===== config.mk =====
export PLATFORM = sky130hd
export DESIGN_NAME = fetch_stage_pipelined
export DESIGN_NICKNAME = d
export VERILOG_FILES = /design/src/rtl/fetch_stage_pipelined.sv
export SDC_FILE = /design/constraint.sdc
export NUM_CORES = 1
export LEC_CHECK = 0
export ABC_AREA = 1
export CORE_ASPECT_RATIO = 2
export CORE_MARGIN = 4
export CORE_UTILIZATION = 59
export CTS_BUF_LIST = sky130_fd_sc_hd__clkbuf_2 sky130_fd_sc_hd__clkbuf_4 sky130_fd_sc_hd__clkbuf_8
export DETAILED_ROUTE_END_ITERATION = 16
export PLACE_DENSITY = 0.88
export SYNTH_ARGS = -nofsm -noshare
export SYNTH_HDL_FRONTEND = slang
export SYNTH_SLANG_ARGS = --single-unit

===== constraint.sdc =====
create_clock -name clk -period 4.7 [get_ports clk]
set_input_delay 1.41 -clock clk [delete_from_list [all_inputs] [get_ports clk]]
set_output_delay 1.41 -clock clk [all_outputs]
set_load 0.005 [all_outputs]

===== src/rtl/fetch_stage_pipelined.sv =====
// IF stage: owns the PC, keeps one instruction fetch outstanding on a valid/ready imem port,
// and loads IF_ID = {fetch_pc+PC_STEP, instr} through a one-entry skid buffer.
module fetch_stage_pipelined #(
  parameter int              XLEN     = 32,
  parameter logic [XLEN-1:0] RESET_PC = '0,
  parameter int              PC_STEP  = 4
) (
  input  logic              clk,
  input  logic              rst,
  output logic              imem_req_valid,
  input  logic              imem_req_ready,
  output logic [XLEN-1:0]   imem_req_addr,
  input  logic              imem_resp_valid,
  input  logic [XLEN-1:0]   imem_resp_data,
  input  logic              branch_sel,
  input  logic [XLEN-1:0]   branch_in,
  input  logic              stall,
  input  logic              flush,
  output logic              if_id_valid,
  output logic [2*XLEN-1:0] IF_ID,
  output logic [1:0]        dbg_state
);

  // Request handshake: imem_req_valid/imem_req_addr are held until a cycle with imem_req_ready=1;
  // only a redirect withdraws a pending request. Responses count only while a fetch is outstanding.
  typedef enum logic [1:0] {
    S_IDLE = 2'd0,
    S_REQ  = 2'd1,
    S_WAIT = 2'd2
  } state_t;

  localparam logic [XLEN-1:0] STEP = XLEN'(PC_STEP);

  state_t            state_q, state_d;
  logic [XLEN-1:0]   pc_q;
  logic [XLEN-1:0]   fetch_pc_q;
  logic              drop_q;
  logic              skid_valid_q;
  logic [2*XLEN-1:0] skid_q;

  logic              handshake;
  logic              resp_take;
  logic              new_valid;
  logic [2*XLEN-1:0] new_entry;

  assign handshake = (state_q == S_REQ) && imem_req_ready;
  assign resp_take = (state_q == S_WAIT) && imem_resp_valid;
  assign new_valid = resp_take && !drop_q && !branch_sel;
  assign new_entry = {fetch_pc_q + STEP, imem_resp_data};

  assign imem_req_valid = (state_q == S_REQ) && !rst;
  assign imem_req_addr  = pc_q;
  assign dbg_state      = state_q;

  always_comb begin
    state_d = state_q;
    case (state_q)
      S_IDLE: if (!skid_valid_q && !branch_sel) state_d = S_REQ;
      S_REQ: begin
        // A redirect abandons an unaccepted request; an accepted one must still be waited out.
        if (branch_sel)     state_d = handshake ? S_WAIT : S_IDLE;
        else if (handshake) state_d = S_WAIT;
      end
      S_WAIT: if (imem_resp_valid) state_d = S_IDLE;
      default: state_d = S_IDLE;
    endcase
  end

  always_ff @(posedge clk) begin
    if (rst) begin
      state_q      <= S_IDLE;
      pc_q         <= RESET_PC;
      fetch_pc_q   <= '0;
      drop_q       <= 1'b0;
      skid_valid_q <= 1'b0;
      skid_q       <= '0;
      if_id_valid  <= 1'b0;
      IF_ID        <= '0;
    end else begin
      state_q <= state_d;

      if (branch_sel)     pc_q <= branch_in;
      else if (handshake) pc_q <= pc_q + STEP;

      if (handshake) fetch_pc_q <= pc_q;

      // Any fetch still owed to us after a redirect belongs to the old path.
      if (branch_sel && (handshake || (state_q == S_WAIT && !imem_resp_valid))) drop_q <= 1'b1;
      else if (resp_take)                                                       drop_q <= 1'b0;

      if (branch_sel) begin
        if_id_valid  <= 1'b0;
        skid_valid_q <= 1'b0;
      end else if (flush) begin
        skid_valid_q <= 1'b0;
        if_id_valid  <= new_valid;
        if (new_valid) IF_ID <= new_entry;
      end else if (!stall) begin
        if (skid_valid_q) begin
          IF_ID        <= skid_q;
          if_id_valid  <= 1'b1;
          skid_valid_q <= new_valid;
          if (new_valid) skid_q <= new_entry;
        end else begin
          if_id_valid <= new_valid;
          if (new_valid) IF_ID <= new_entry;
        end
      end else if (new_valid) begin
        if (!if_id_valid) begin
          IF_ID       <= new_entry;
          if_id_valid <= 1'b1;
        end else begin
          skid_q       <= new_entry;
          skid_valid_q <= 1'b1;
        end
      end
    end
  end

endmodule


==> impl_metrics.json <==
{
  "place_congestion": 0.9954,
  "setup_viol": 0,
  "worst_pin_slew_ns": 0.9320,
  "hold_path.class": "register to register",
  "timing.final.crit_share_pct": 75.17,
  "slew_viol_final": 0,
  "dp.cells": 1785,
  "synthesis.nets": 1542,
  "fp.dieH_um": 187.4,
  "synthArstFlopShare_pct": 0,
  "ys.flop_type": "dfxtp_1",
  "clkSinkCount": 197,
  "ir_worst_vdd_mv": 0.2096,
  "postCtsSetupBuffers": 0,
  "wire_per_inst_um": 15.81,
  "synth_area_um2": 9490,
  "cts-buffers-inserted": 17,
  "synth_cell_types": 31,
  "dr.pass1.iters": 8,
  "p_switching_w": 0.0008888,
  "die_x_um": 97.68,
  "rows": 65,
  "cp_slowest_cell": "clkdlybuf4s50_1",
  "vias_per_cell": 5.436,
  "crit_cells": 3,
  "reg2reg_depth": 10,
  "hold_buffers": 0,
  "syn2layout_area_growth_pct": 22.77,
  "ys_seq_area_share_pct": 41.56,
  "met2_length_um": 15590,
  "post_cts_resize_count": 0,
  "final.setup_skew_ns": 0.01578,
  "hold_viol_final": 0,
  "period_needed_ns": 3.533,
  "syn_inst": 1469,
  "synth-edff-count": 0,
  "cts_max_path_buffers": 2,
  "dpl.hpwl_um": 21200,
  "seqCellArea_um2": 3944,
  "pwr-share-clk_pct": 32.7,
  "wl_met1_um": 10260,
  "io_pins": 171,
  "nNetsFinal": 1676,
  "route.met3.wl_um": 1240,
  "grt_pass1_wl_um": 47000,
  "grt_pass1_vias": 9835,
  "overflow": 0,
  "root_buffer": "clkbuf_8",
  "max_stage_delay_ns": 0.50,
  "setup.worst_path.class": "input pin to output pin",
  "crit_fanout": 2,
  "critPathCaptureType": "output pin",
  "fmax_ghz": 0.2831,
  "max-slew-margin-rel_pct": 37.73,
  "grt_setup_unrepaired": "no",
  "setup-tns-final_ns": 0,
  "antenna_left": 0,
  "netSwitchingFraction_pct": 27.44,
  "multi_input_area_um2": 4717,
  "path_delay_family": "buffers and inverters",
  "crit_arrival_ns": 2.12,
  "drv_cap": 0,
  "path_clk_slew_ns": 0.09,
  "numPortBuffers": 170,
  "timing.final.ws_setup_ns": 1.167,
  "p_int_w": 0.002350,
  "status": "finished clean",
  "path_buf_inv": 2,
  "final_core_utilization_pct": 73.85,
  "clk-insertion-delay-late_ns": 0.47,
  "seqPwrFrac_pct": 55.1,
  "drt_wl_total_um": 28730,
  "pwr-share-comb_pct": 12.2,
  "worstHoldPathCells": 2,
  "start_kind": "input pin",
  "drive_above_1_share_pct": 3.713,
  "vias": 9878,
  "drc": 0,
  "htree_levels": 4,
  "antenna_found_initial": 0,
  "final_cells": 1817,
  "crit_chain": "buf_4 > nor2_1 > clkdlybuf4s50_1",
  "leakage_nw": 4.510,
  "fillers": 1302,
  "grt.total_usage_pct": 31.54,
  "p_per_area_nw_per_um2": 278.0,
  "yosys_warnings": 0,
  "syn_avg_cell_area_um2": 6.460,
  "crit_required_ns": 3.29,
  "dieArea_um2": 18300,
  "diodes": 0,
  "highest_layer": "met4",
  "core_um2": 15780,
  "grt_max_degree": 94,
  "drt-initial-drc-count": 587,
  "cts_tree": "done",
  "post-place-ws_ns": 1.027,
  "initial_core_util_pct": 60.15,
  "ys_ff_latch": 197,
  "finalPower_w": 0.003239
}
-- synth_stat cells (11+ instances only) --
library cell | count | share of area [%]
o21ai_1 | 11 | 0.58
a21oi_1 | 149 | 7.9
inv_1 | 141 | 5.6
dfxtp_1 | 197 | 42
nand3_1 | 50 | 2.6
clkbuf_1 | 52 | 2.1
buf_2 | 17 | 0.90
nor3_1 | 11 | 0.58
nand2_1 | 472 | 19
a31oi_1 | 11 | 0.73
xor2_1 | 22 | 2.0
o21ai_0 | 143 | 7.5
nor2_1 | 150 | 5.9
-- cell families (layout without fill, tap and decap cells) --
logic type,count (synthesis),after routing,synth area share (%)
AOI/OAI and AO/OA,328,328,17.86
DFF,197,197,41.56
xor gates and xnor gates,25,25,2.307
buffers and inverters,216,363,8.767
adders and majority gates,2,2,0.2636
and+or+nand+nor,701,701,29.24
-- metrics by stage --
stage                     cell area [µm²]  hold slack, ns
final                               11650          0.4513
after global routing                11650          0.4708
after CTS                           11650          0.4561
after detailed placement            11280          0.4402
after global placement              11280          0.4314
after floorplan                      9490          0.4245
-- area by class of cell --
class / count / area share, %
multi-input cells: 1056 / 40.49
well taps: 201 / 2.158
clock inverters: 13 / 1.031
flip-flops and latches: 197 / 33.85
repair buffers: 186 / 15.61
clock buffers: 19 / 2.191
inverters: 145 / 4.671
-- power by group through the flow --
stage,Clock [W],Sequential (W),Combinational [W]
after global placement,0,0.00182,0.000383
after detailed placement,0,0.00182,0.000392
after CTS,0.00107,0.00178,0.000396
after floorplan,0,0.00181,0.000201
after global routing,0.00113,0.00179,0.000441
final,0.00106,0.00178,0.000396
-- cells in the final DEF (no fill, tap or decap), types with 3 or more instances in the layout --
cell type        instances
o211ai_1                 8
clkdlybuf4s50_1        169
dfxtp_1                197
inv_1                  140
nand3_1                 50
a221oi_1                 3
inv_6                    3
o21ai_0                143
inv_2                    3
nand4_1                  8
buf_4                   17
xor2_1                  22
clkbuf_8                18
nor3_1                  11
nand2_2                  3
clkinv_2                 4
a31oi_1                 11
nand2_1                471
xnor2_1                  3
o21ai_1                 11
a21oi_1                149
nor2_1                 150
-- tightest hold or removal path: stages (launching register included) --
cell and delay, ns:
dfxtp_1 0.31, inv_1 0.05, a21oi_1 0.05
-- flip-flops by register name, summed over array words and instances, names as in the netlist --
signal and cells:
dbg_state 2, IF_ID 64, if_id_valid 1, drop_q 1
skid_q 64, imem_req_addr 32, skid_valid_q 1, fetch_pc_q 32
-- routing by layer --
metal,up-vias,global-route usage (%)
met3,89,4.853
met1,4501,31.18
met4,0,18.40
met2,343,60.39
li1,4945,-
met5,-,0
-- worst paths after layout --
kind / startpoint / end / slack, ns
max reg2reg: imem_req_addr[2]$_SDFFE_PP0P_ / imem_req_addr[26]$_SDFFE_PP0P_ / 2.45
max: rst / imem_req_valid / 1.17
min: skid_q[32]$_SDFFE_PP0P_ / skid_q[32]$_SDFFE_PP0P_ / 0.45
min reg2reg: skid_q[32]$_SDFFE_PP0P_ / skid_q[32]$_SDFFE_PP0P_ / 0.45
No activity file was read; power rests on OpenSTA's default activity.
